[src/rtl/puf_ctrl_pkg.sv]
// Shared types, default parameters and challenge helpers
// for the PUF ring-oscillator race controller.
package puf_ctrl_pkg;

    typedef enum logic [2:0] {
        IDLE,
        SETUP,
        RACE,
        SETTLE,
        DONE
    } state_t;

    localparam int DEF_N_BITS      = 16;
    localparam int DEF_SEL_W       = 4;
    localparam int DEF_CNT_W       = 16;
    localparam int DEF_TIMEOUT_CYC = 65535;
    localparam int DEF_SETTLE_CYC  = 8;

    localparam int MAX_SEL_W = 8;
    localparam int CH_W      = 2 * MAX_SEL_W;

    // Pull base_a (upper) or base_b (lower) out of a packed challenge.
    function automatic logic [MAX_SEL_W-1:0] ch_field(
        input logic [CH_W-1:0] ch,
        input int              sel_w,
        input logic            upper
    );
        logic [CH_W-1:0]      sh;
        logic [MAX_SEL_W-1:0] mask;
        sh   = upper ? (ch >> sel_w) : ch;
        mask = MAX_SEL_W'((1 << sel_w) - 1);
        return sh[MAX_SEL_W-1:0] & mask;
    endfunction

endpackage

[src/rtl/puf_race_controller_counter.sv]
// Saturating edge counter for one oscillator of a race.
// fin latches high on the clock where count reaches target.
module ro_edge_counter #(
    parameter int CNT_W = 16
) (
    input  logic             clk,
    input  logic             rst,
    input  logic             clear,
    input  logic             en,
    input  logic             pulse,
    input  logic [CNT_W-1:0] target,
    output logic             fin,
    output logic             hit
);

    logic [CNT_W-1:0] count;
    logic [CNT_W-1:0] cnt_nx;
    logic             step;

    // Next count, saturating at target; hit marks the reaching edge.
    always_comb begin
        step   = en && pulse && (count != target);
        cnt_nx = step ? count + CNT_W'(1) : count;
        hit    = step && (cnt_nx == target);
    end

    // Count register and sticky finished flag.
    always_ff @(posedge clk) begin
        if (rst || clear) begin
            count <= '0;
            fin   <= 1'b0;
        end else begin
            count <= cnt_nx;
            if (hit) fin <= 1'b1;
        end
    end

endmodule

[src/rtl/puf_race_controller.sv]
// Sequences ring-oscillator races bit by bit and assembles
// the PUF response from the external arbiter's verdicts.
module puf_race_controller
    import puf_ctrl_pkg::*;
#(
    parameter int N_BITS      = DEF_N_BITS,
    parameter int SEL_W       = DEF_SEL_W,
    parameter int CNT_W       = DEF_CNT_W,
    parameter int TIMEOUT_CYC = DEF_TIMEOUT_CYC,
    parameter int SETTLE_CYC  = DEF_SETTLE_CYC
) (
    input  logic               clk,
    input  logic               rst,
    input  logic               start,
    input  logic [2*SEL_W-1:0] challenge,
    input  logic [CNT_W-1:0]   target_cnt,
    input  logic               ro_edge_a,
    input  logic               ro_edge_b,
    input  logic               arb_done,
    input  logic               arb_winner,
    output logic               ro_en,
    output logic [SEL_W-1:0]   ro_sel_a,
    output logic [SEL_W-1:0]   ro_sel_b,
    output logic               race_rst,
    output logic               fin_a,
    output logic               fin_b,
    output logic               busy,
    output logic [N_BITS-1:0]  response,
    output logic               resp_valid,
    output logic               err_timeout,
    output logic               tie_seen
);

    localparam int IDX_W = (N_BITS > 1) ? $clog2(N_BITS) : 1;
    localparam int TO_W  = $clog2(TIMEOUT_CYC + 1);
    localparam int ST_W  = $clog2(SETTLE_CYC + 1);

    state_t state, state_nx;

    logic [SEL_W-1:0] base_a, base_b;
    logic [SEL_W-1:0] sel_a_nx, sel_b_nx;
    logic [CNT_W-1:0] tgt;
    logic [IDX_W-1:0] bit_idx;
    logic [TO_W-1:0]  race_cyc;
    logic [ST_W-1:0]  settle_cnt;
    logic             same_pair, race_to, settle_end, last_bit;
    logic             hit_a, hit_b;

    assign sel_a_nx   = base_a + SEL_W'(bit_idx);
    assign sel_b_nx   = base_b + SEL_W'(bit_idx);
    assign same_pair  = (sel_a_nx == sel_b_nx);
    assign race_to    = (race_cyc == TO_W'(TIMEOUT_CYC - 1));
    assign settle_end = (settle_cnt == ST_W'(SETTLE_CYC - 1));
    assign last_bit   = (bit_idx == IDX_W'(N_BITS - 1));

    assign ro_en      = (state == RACE);
    assign race_rst   = (state inside {IDLE, SETUP, SETTLE});
    assign busy       = (state != IDLE);
    assign resp_valid = (state == DONE);

    ro_edge_counter #(.CNT_W(CNT_W)) u_cnt_a (
        .clk    (clk),
        .rst    (rst),
        .clear  (state == SETUP),
        .en     (ro_en),
        .pulse  (ro_edge_a),
        .target (tgt),
        .fin    (fin_a),
        .hit    (hit_a)
    );

    ro_edge_counter #(.CNT_W(CNT_W)) u_cnt_b (
        .clk    (clk),
        .rst    (rst),
        .clear  (state == SETUP),
        .en     (ro_en),
        .pulse  (ro_edge_b),
        .target (tgt),
        .fin    (fin_b),
        .hit    (hit_b)
    );

    // State register.
    always_ff @(posedge clk) begin
        if (rst) state <= IDLE;
        else     state <= state_nx;
    end

    // Next-state selection.
    always_comb begin
        state_nx = state;
        unique case (state)
            IDLE:    if (start) state_nx = SETUP;
            SETUP:   state_nx = same_pair ? SETTLE : RACE;
            RACE:    if (arb_done || race_to) state_nx = SETTLE;
            SETTLE:  if (settle_end) state_nx = last_bit ? DONE : SETUP;
            DONE:    state_nx = IDLE;
            default: state_nx = IDLE;
        endcase
    end

    // Challenge latch, selects, cycle counters and result capture.
    always_ff @(posedge clk) begin
        if (rst) begin
            base_a      <= '0;
            base_b      <= '0;
            tgt         <= CNT_W'(1);
            bit_idx     <= '0;
            ro_sel_a    <= '0;
            ro_sel_b    <= '0;
            race_cyc    <= '0;
            settle_cnt  <= '0;
            response    <= '0;
            err_timeout <= 1'b0;
            tie_seen    <= 1'b0;
        end else begin
            unique case (state)
                IDLE: begin
                    if (start) begin
                        base_a <= SEL_W'(ch_field(CH_W'(challenge),
                                                  SEL_W, 1'b1));
                        base_b <= SEL_W'(ch_field(CH_W'(challenge),
                                                  SEL_W, 1'b0));
                        tgt    <= (target_cnt == '0) ? CNT_W'(1)
                                                     : target_cnt;
                        bit_idx     <= '0;
                        response    <= '0;
                        err_timeout <= 1'b0;
                        tie_seen    <= 1'b0;
                    end
                end
                SETUP: begin
                    ro_sel_a   <= sel_a_nx;
                    ro_sel_b   <= sel_b_nx;
                    race_cyc   <= '0;
                    settle_cnt <= '0;
                end
                RACE: begin
                    race_cyc <= race_cyc + TO_W'(1);
                    if (hit_a && hit_b) tie_seen <= 1'b1;
                    if (arb_done)     response[bit_idx] <= arb_winner;
                    else if (race_to) err_timeout <= 1'b1;
                end
                SETTLE: begin
                    settle_cnt <= settle_cnt + ST_W'(1);
                    if (settle_end && !last_bit)
                        bit_idx <= bit_idx + IDX_W'(1);
                end
                default: ;
            endcase
        end
    end

endmodule

[config.mk]
export PLATFORM = sky130hd
export DESIGN_NAME = puf_race_controller
export DESIGN_NICKNAME = d
export VERILOG_FILES = /design/src/rtl/puf_ctrl_pkg.sv /design/src/rtl/puf_race_controller_counter.sv /design/src/rtl/puf_race_controller.sv
export SDC_FILE = /design/constraint.sdc
export NUM_CORES = 1
export LEC_CHECK = 0
export ABC_CLOCK_PERIOD_IN_PS = 3500
export CAP_MARGIN = 20
export CORE_MARGIN = 2
export CORE_UTILIZATION = 45
export DETAILED_ROUTE_END_ITERATION = 12
export PLACE_DENSITY = 0.62
export SYNTH_ARGS = -nofsm -noshare
export SYNTH_HDL_FRONTEND = slang
export SYNTH_SLANG_ARGS = --single-unit
export TNS_END_PERCENT = 50
[constraint.sdc]
create_clock -name clk -period 3.5 [get_ports clk]
set_input_delay 0.7 -clock clk [delete_from_list [all_inputs] [get_ports clk]]
set_output_delay 0.7 -clock clk [all_outputs]
set_load 0.02 [all_outputs]
==> impl_metrics.py, run 1 <==
metrics = {
    "status": {
        "status": "complete, no violations",
    },
    "sta": {
        "fin_crit_ns": 2.990,
        "worstMarginPinSlew_ns": 0.7229,
        "max_clock_freq_mhz": 334.5,
        "skew_ns": 0.009104,
        "hold_viol_final": 0,
        "finalMaxSlewViolations": 0,
        "period_share": 0.8542,
        "relSlewSlack": 0.5163,
        "setup_tns_ns": 0,
        "setup_viol": 0,
        "rsz0062_at_grt": "false",
    },
    "min_path": {
        "worstHoldStart": "tie_seen$_SDFFE_PP0P_",
        "min_path_type": "flip-flop to flip-flop",
    },
    "setup_path": {
        "end_kind": "flip-flop",
        "critPathRequiredTime_ns": 3.80,
        "crit_start": "u_cnt_b.count[2]$_SDFF_PP0_",
        "reg2reg_to": "tie_seen$_SDFFE_PP0P_",
        "critPathKind": "flip-flop to flip-flop",
        "crit_fanout": 10,
        "worstReg2RegStart": "u_cnt_b.count[2]$_SDFF_PP0_",
        "reg2reg_slack_ns": 0.51,
        "rr_worst_depth": 9,
        "worstPathArrival_ns": 3.29,
        "start_kind": "flip-flop",
        "crit_path_end": "tie_seen$_SDFFE_PP0P_",
    },
    "power_and_ir_drop": {
        "vdd_drop_max_v": 0.0003465,
        "p_clk_frac": 0.266,
        "sequentialPowerShare": 0.397,
        "intPower_mw": 2.405,
        "power.density_nw_per_um2": 521.1,
        "p_sw_mw": 1.453,
        "p_leak_nw": 2.719,
        "switching_share": 0.3766,
        "combPwrFrac": 0.338,
    },
    "routing": {
        "drt-wirelength-per-cell_um": 16.77,
        "ant_nets": 0,
        "first_pass_iters": 5,
        "routed-via-count": 5753,
        "drt_iter0_markers": 430,
        "wl_um": 16900,
        "drc": 0,
        "vias_per_cell": 5.707,
    },
    "layout": {
        "layout.cell_area.non_filler_um2": 7402,
        "layout.nets": 870,
        "final_layout_size_suffix_gt1_frac": 0.06288,
        "final_cell_mix": "dfxtp_1, nor2_1, nand2_1",
        "mostFrequentLayoutCell": "dfxtp_1",
        "areaGrowthSynthToFinish_pct": 14.76,
    },
    "placement": {
        "dp_hpwl_um": 12420,
        "routabilityCongestion": 0.9596,
        "placed_area_um2": 7108,
        "portBuffers": 62,
    },
    "logic_synthesis": {
        "ys.flop_type": "dfxtp_1",
        "synth-seq-area-share": 0.3445,
        "syn-cell-area_um2": 6450,
        "yosys_warnings": 0,
        "synth_edf_count": 0,
        "synth_cell_types": 72,
        "async_flop_share": 0,
        "synth.avg_cell_area_um2": 8.123,
        "syn_inst": 794,
        "ys_ff_latch": 111,
        "syn_nets": 842,
    },
    "clocking": {
        "clkSlewWorstSetupHoldPaths_ns": 0.08,
        "clock_sinks": 111,
        "cts_inserted_buffers": 9,
        "worstSkewPairLatency_ns": 0.36,
        "cts_resized": 0,
        "cts-root-buf": "clkbuf_16",
        "htreeDepth": 3,
        "cts_buffer_depth": 2,
        "post-cts-setup-buffers": 0,
        "holdBufCountCts": 0,
        "cts_tree": "done",
    },
    "floorplan": {
        "die_y_um": 123.7,
        "die_w_um": 123.7,
        "io_pins": 63,
        "core_area_um2": 13930,
        "num_rows": 43,
        "start_util": 0.4629,
        "die-area_um2": 15310,
    },
    "run": {
        "drv_cap": 0,
    },
    "global_route": {
        "grt_pass1_vias": 5503,
        "grt_max_degree": 59,
        "antenna_found_initial": 1,
        "grt_usage": 0.2263,
        "gr-total-overflow": 0,
        "grt_pass1_wl_um": 27250,
    },
}
-- sequential cells by signal (all words and copies together), names as in the netlist --
register / count
ro_sel_b: 4
err_timeout: 1
ro_sel_a: 4
bit_idx: 4
u_cnt_b.fin: 1
u_cnt_a.count: 16
base_b: 4
settle_cnt: 4
tie_seen: 1
base_a: 4
state: 3
u_cnt_a.fin: 1
u_cnt_b.count: 16
race_cyc: 16
tgt: 16
response: 16
-- metal layers --
layer / part of all wire / global-route usage / wire (um)
met5: 0 / 0 / 0
met4: 0.016 / 0.06321 / 271
met3: 0.063 / 0.05815 / 1058
met2: 0.47 / 0.3736 / 7909
met1: 0.45 / 0.2925 / 7660
-- power groups by stage --
stage	Combinational, mW	Sequential, mW	Clock (mW)
2_1_floorplan	0.944	1.50	0
3_3_place_gp	1.29	1.56	0
3_5_place_dp	1.30	1.56	0
4_1_cts	1.30	1.53	1.05
5_1_grt	1.43	1.55	1.09
6_report	1.30	1.53	1.02
-- critical path, stage by stage, from the launching register on --
cell      delay, ns
dfxtp_1        0.59
xnor2_1        0.19
nand4_1        0.19
nor4_4         0.63
nor2_1         0.15
a221oi_1       0.40
nand4_1        0.18
nor4_2         0.40
nand4_1        0.12
nand2_1        0.08
-- synthesized netlist by cell type (5+ instances only) --
library cell / instances / share of area
dfxtp_1: 111 / 0.34
nor2_1: 100 / 0.058
nand2_1: 72 / 0.042
a21oi_1: 66 / 0.051
nand3_1: 46 / 0.036
xnor2_1: 43 / 0.058
clkbuf_1: 41 / 0.024
xor2_1: 36 / 0.049
o21ai_0: 26 / 0.020
nand4_1: 20 / 0.019
inv_1: 19 / 0.011
ha_1: 15 / 0.029
nor3_1: 15 / 0.012
nor4_1: 15 / 0.015
and3_1: 14 / 0.014
mux2i_1: 14 / 0.022
a22o_1: 10 / 0.014
nand2b_1: 9 / 0.0087
nor2b_1: 8 / 0.0078
buf_2: 5 / 0.0039
buf_6: 5 / 0.0087
or3_1: 5 / 0.0048
-- worst min-delay path by stage --
stage,cells past startpoint,endpoint,slack (ns)
after floorplan,2,base_a[0]$_SDFFE_PP0P_,0.44
after global placement,2,tie_seen$_SDFFE_PP0P_,0.45
after detailed placement,2,tie_seen$_SDFFE_PP0P_,0.44
after CTS,2,tie_seen$_SDFFE_PP0P_,0.46
after global routing,2,ro_sel_a[0]$_SDFFE_PP0P_,0.48
final,2,tie_seen$_SDFFE_PP0P_,0.46
-- through the flow --
step	power (mW)	worst slack [ns]	hold slack, ns	std cells	util
floorplan	2.441	0.9225	0.4406	794	-
global placement	2.843	0.2743	0.4479	991	0.5101
detailed placement	2.852	0.2317	0.4440	991	0.5101
CTS	3.886	0.5076	0.4551	1007	0.5310
global route	4.071	0.2248	0.4836	1007	0.5310
finish	3.857	0.5103	0.4580	1008	0.5312
-- cell families after synthesis --
| family | count (synthesis) | share of synthesized area |
|---|---|---|
| XOR/XNOR | 85 | 0.1298 |
| multiplexers | 16 | 0.02522 |
| buffers and inverters | 77 | 0.05393 |
| adder cells (fa/ha/maj) | 17 | 0.03531 |
| AO/OA/AOI/OAI | 153 | 0.1507 |
| flip-flops | 111 | 0.3445 |
| AND/OR/NAND/NOR | 335 | 0.2605 |
-- cell type report --
class | instances | area, um2
inverter | 20 | 75.07
clock buffer | 11 | 242.7
clock inverter | 5 | 48.80
fill | 1329 | 6533
tap | 180 | 225.2
antenna | 1 | 2.502
multi-input combinational | 606 | 3880
sequential | 111 | 2222
timing repair buffer | 74 | 705.7
Power figures use the tool's default switching activity.
==> run 2: changes to the inputs <==
Settings changed: CORE_ASPECT_RATIO set to 0.75.
==> impl_metrics.py, run 2 (synthesis results as in run 1) <==
metrics = {
    "status": {
        "status": "complete, no violations",
    },
    "run": {
        "drv_cap": 0,
    },
    "routing": {
        "drt_iter0_markers": 428,
        "ant_nets": 0,
        "vias_per_cell": 5.759,
        "first_pass_iters": 5,
        "routed-via-count": 5782,
        "drc": 0,
        "drt-wirelength-per-cell_um": 16.83,
        "wl_um": 16890,
    },
    "placement": {
        "dp_hpwl_um": 12630,
        "dpl_worst_slack_ns": 0.04184,
        "portBuffers": 62,
        "routabilityCongestion": 0.8887,
        "dp_cells": 988,
    },
    "sta": {
        "period_share": 0.8863,
        "setup_slack_ns": 0.3981,
        "relSlewSlack": 0.3296,
        "worstMarginPinSlew_ns": 1.006,
        "hold_viol_final": 0,
        "rsz0062_at_grt": "false",
        "finalMaxSlewViolations": 0,
        "worst_hold_slack_ns": 0.4550,
        "setup_viol": 0,
        "skew_ns": 0.009190,
        "max_clock_freq_mhz": 322.4,
        "fin_crit_ns": 3.102,
        "setup_tns_ns": 0,
    },
    "global_route": {
        "gr-total-overflow": 0,
        "grt_pass1_wl_um": 27210,
        "grt_pass1_vias": 5258,
        "antenna_found_initial": 0,
        "grt_usage": 0.2234,
        "grt_max_degree": 59,
    },
    "power_and_ir_drop": {
        "vdd_drop_max_v": 0.0002660,
        "power.density_nw_per_um2": 529.7,
        "power_mw": 3.937,
        "p_leak_nw": 2.735,
    },
    "floorplan": {
        "die_y_um": 107.7,
        "die_w_um": 142.2,
        "start_util": 0.4660,
        "io_pins": 63,
        "core_area_um2": 13840,
        "die-area_um2": 15320,
        "num_rows": 37,
    },
    "setup_path": {
        "crit_fanout": 9,
        "rr_worst_depth": 10,
        "end_kind": "flip-flop",
        "path_buf_inv": 1,
        "worstReg2RegStart": "u_cnt_a.count[3]$_SDFF_PP0_",
        "crit_family": "simple AND/OR/NAND/NOR gates",
        "critical-path-max-stage-delay_ns": 0.57,
        "reg2reg_slack_ns": 0.51,
        "start_kind": "input pin",
        "worstPathArrival_ns": 3.41,
        "cpMaxStageDelayCell": "nor4_4",
        "crit_chain": "clkdlybuf4s50_1 > nand4bb_1 > nor4_4 > and3_1 > nand2_1 > a221oi_1 > nand4_1 > nor4_2 > nand4_1 > nand2_1",
        "reg2reg_to": "u_cnt_a.fin$_SDFFE_PP0P_",
        "critPathRequiredTime_ns": 3.81,
        "critPathKind": "input pin to flip-flop",
    },
    "clocking": {
        "htreeDepth": 3,
        "cts_tree": "done",
        "clock_sinks": 111,
        "worstSkewPairLatency_ns": 0.36,
        "clkSlewWorstSetupHoldPaths_ns": 0.08,
        "cts-root-buf": "clkbuf_16",
        "holdBufCountCts": 0,
        "cts_resized": 0,
        "cts_buffer_depth": 2,
        "post-cts-setup-buffers": 0,
        "cts_inserted_buffers": 9,
    },
    "min_path": {
        "min_path_type": "flip-flop to flip-flop",
        "hold_path_depth": 2,
        "worstHoldStart": "tie_seen$_SDFFE_PP0P_",
        "hold_path_end": "tie_seen$_SDFFE_PP0P_",
    },
    "layout": {
        "final_layout_size_suffix_gt1_frac": 0.06634,
        "areaGrowthSynthToFinish_pct": 15.23,
        "diodes": 0,
        "finalNonFillerCells": 1004,
        "layout.nets": 872,
        "final_cell_mix": "dfxtp_1, nor2_1, nand2_1",
        "n_fill_cell": 1296,
        "mostFrequentLayoutCell": "dfxtp_1",
    },
}
==> run 2: changes by cell type in the layout (fill, tap and decap cells not counted), sizes merged <==
| cell | change |
|---|---|
| diode | -1 |
| buf | +2 |
| clkbuf | -2 |
| clkinvlp | +1 |
| clkinv | +1 |
==> run 2: how the worst max path moves through the flow <==
stage / from / to / depth (start not counted) / slack [ns]
finish: ro_edge_b / tie_seen$_SDFFE_PP0P_ / 10 / 0.40
global route: ro_edge_b / tie_seen$_SDFFE_PP0P_ / 10 / 0.13
CTS: ro_edge_b / tie_seen$_SDFFE_PP0P_ / 10 / 0.41
detailed placement: ro_edge_b / tie_seen$_SDFFE_PP0P_ / 10 / 0.04
global placement: ro_edge_b / tie_seen$_SDFFE_PP0P_ / 10 / 0.11
floorplan: ro_edge_b / tie_seen$_SDFFE_PP0P_ / 10 / 0.92
==> run 2: layout make-up <==
class,instances,area [um2],share of cell area
flip-flops and latches,111,2222,0.2990
inverters,20,75.07,0.01010
clock inverters,7,90.09,0.01212
multi-input cells,606,3880,0.5221
well taps,175,219.0,0.02946
clock buffers,9,225.2,0.03030
repair buffers,76,720.7,0.09697
==> run 2: tightest hold or removal path: stages (launching register included) <==
cell and delay (ns):
dfxtp_1 0.32, nand2_1 0.06, nand2_1 0.04
==> run 2: metrics by stage <==
stage                     area (um2)  utilization
after floorplan                 6450            -
after global placement          7117       0.5141
after detailed placement        7117       0.5141
after CTS                       7432       0.5369
after global routing            7432       0.5369
final                           7432       0.5369
==> run 2: layer usage <==
| layer | GRT usage | vias up | wire length (um) |
|---|---|---|---|
| met2 | 0.3330 | 171 | 7239 |
| li1 | - | 2848 | - |
| met4 | 0.04429 | 0 | 140 |
| met3 | 0.03559 | 12 | 970 |
| met1 | 0.3386 | 2751 | 8544 |
| met5 | 0 | - | 0 |
==> run 2: report_power, final <==
group          internal [mW]  switching [mW]
sequential              1.37           0.149
combinational          0.527           0.820
clock                  0.518           0.556
==> run 3: changes to the inputs <==
Settings changed: DONT_BUFFER_PORTS set to 1, PLACE_DENSITY 0.62 to 0.57.
==> impl_metrics.py, run 3 (synthesis results as in run 1) <==
metrics = {
    "routing": {
        "wl_met3_um": 1117,
        "first_pass_iters": 5,
        "drc": 0,
        "drt-wirelength-per-cell_um": 18.53,
        "routed-via-count": 5659,
        "vias_per_cell": 6.020,
        "drt_iter0_markers": 413,
        "ant_nets": 0,
        "wl_met2_um": 7654,
        "met1_length_um": 8404,
        "topRoutingLayerUsed": "met4",
        "wl_um": 17420,
    },
    "status": {
        "status": "complete, no violations",
    },
    "global_route": {
        "gr-total-overflow": 0,
        "grt_pass1_wl_um": 28060,
        "grt_pass1_vias": 5226,
        "grt_usage": 0.2326,
        "antenna_found_initial": 0,
        "grt_max_degree": 65,
    },
    "sta": {
        "rsz0062_at_grt": "false",
        "period_share": 0.8925,
        "setup_viol": 0,
        "max_clock_freq_mhz": 320.1,
        "skew_ns": 0.007955,
        "relSlewSlack": 0.4762,
        "fin_crit_ns": 3.124,
        "hold_viol_final": 0,
        "worstMarginPinSlew_ns": 0.7839,
        "setup_tns_ns": 0,
        "finalMaxSlewViolations": 0,
    },
    "placement": {
        "dp_hpwl_um": 12690,
        "dp_cells": 923,
        "portBuffers": 0,
        "routabilityCongestion": 1.063,
    },
    "layout": {
        "finalNonFillerCells": 940,
        "diodes": 0,
        "areaGrowthSynthToFinish_pct": 5.742,
        "final_cell_mix": "dfxtp_1, nor2_1, nand2_1",
        "mostFrequentLayoutCell": "dfxtp_1",
        "final_layout_size_suffix_gt1_frac": 0.06797,
        "multi_input_area_um2": 3880,
        "layout.nets": 808,
        "n_fill_cell": 1337,
        "regArea_um2": 2222,
    },
    "setup_path": {
        "crit_family": "simple AND/OR/NAND/NOR gates",
        "cpMaxStageDelayCell": "nor4_4",
        "crit_fanout": 13,
        "end_kind": "flip-flop",
        "critPathRequiredTime_ns": 3.81,
        "crit_chain": "nand4bb_1 > nor4_4 > and3_1 > nand2_1 > a221oi_1 > nand4_1 > nor4_2 > nand4_1 > nand2_1",
        "critical-path-max-stage-delay_ns": 0.60,
        "worstPathArrival_ns": 3.43,
        "path_buf_inv": 0,
        "critPathKind": "flip-flop to flip-flop",
        "start_kind": "flip-flop",
    },
    "clocking": {
        "clkSlewWorstSetupHoldPaths_ns": 0.08,
        "cts_buffer_depth": 2,
        "cts_resized": 0,
        "cts_tree": "done",
        "post-cts-setup-buffers": 0,
        "cts_inserted_buffers": 9,
        "htreeDepth": 3,
        "clock_sinks": 111,
        "cts-root-buf": "clkbuf_16",
        "worstSkewPairLatency_ns": 0.36,
        "holdBufCountCts": 0,
    },
    "power_and_ir_drop": {
        "vdd_drop_max_v": 0.0002847,
        "p_sw_mw": 1.476,
        "sequentialPowerShare": 0.401,
        "p_clk_frac": 0.298,
        "intPower_mw": 2.438,
        "power.density_nw_per_um2": 573.9,
        "p_leak_nw": 2.511,
        "switching_share": 0.3771,
        "combPwrFrac": 0.301,
    },
    "floorplan": {
        "io_pins": 63,
        "num_rows": 37,
        "die_w_um": 142.2,
        "die_y_um": 107.7,
        "start_util": 0.4660,
        "die-area_um2": 15320,
        "core_area_um2": 13840,
    },
    "min_path": {
        "min_path_type": "input pin to flip-flop",
    },
    "run": {
        "drv_cap": 0,
    },
}
-- run 3: cell count changes in the layout (fill, tap and decap cells not counted), sizes merged --
cell,change
clkdlybuf4s50,-61
buf,-3
clkinv,-3
bufinv,+2
inv,+2
clkinvlp,-1
-- run 3: path summary, 6_finish.rpt --
path                          start                       end  slack (ns)  cells past startpoint
max           state[1]$_SDFFE_PP0P_     tie_seen$_SDFFE_PP0P_        0.38                      9
max reg2reg   state[1]$_SDFFE_PP0P_     tie_seen$_SDFFE_PP0P_        0.38                      9
min                             rst  ro_sel_a[1]$_SDFFE_PP0P_        0.41                      1
min reg2reg  base_b[0]$_SDFFE_PP0P_    base_b[0]$_SDFFE_PP0P_        0.47                      2
-- run 3: final cells by class --
class                      instances  area share
clock inverter                     7     0.01596
clock buffer                       9     0.03302
timing repair buffer              12     0.01321
sequential                       111      0.3258
tap                              175     0.03210
inverter                          20     0.01101
multi-input combinational        606      0.5689
-- run 3: metal layers --
metal,track usage,vias up
li1,-,2723
met1,0.3316,2706
met2,0.3565,204
met3,0.05205,26
met4,0.05643,0
met5,0,-
-- run 3: per-stage QoR --
stage	hold slack [ns]	total power [mW]	util	setup slack, ns	area, um2
global route	0.3874	4.127	0.4927	0.06110	6820
finish	0.4078	3.914	0.4927	0.3762	6820
detailed placement	0.4521	2.749	0.4680	0.4000	6479
CTS	0.3867	3.927	0.4922	0.4432	6813
floorplan	0.4406	2.441	-	0.9225	6450
global placement	0.4460	2.743	0.4680	0.4269	6479
-- run 3: power by group through the flow --
stage	Clock (mW)	Combinational [mW]	Sequential (mW)
2_1_floorplan	0	0.944	1.50
3_3_place_gp	0	1.15	1.59
4_1_cts	1.20	1.16	1.57
3_5_place_dp	0	1.15	1.60
6_report	1.17	1.18	1.57
5_1_grt	1.24	1.30	1.59
-- run 3: worst reg2reg max path, stage by stage (launching register included) --
cell and delay (ns):
dfxtp_1 0.56, nand4bb_1 0.44, nor4_4 0.61, and3_1 0.26, nand2_1 0.09, a221oi_1 0.26, nand4_1 0.16, nor4_2 0.48
nand4_1 0.14, nand2_1 0.08
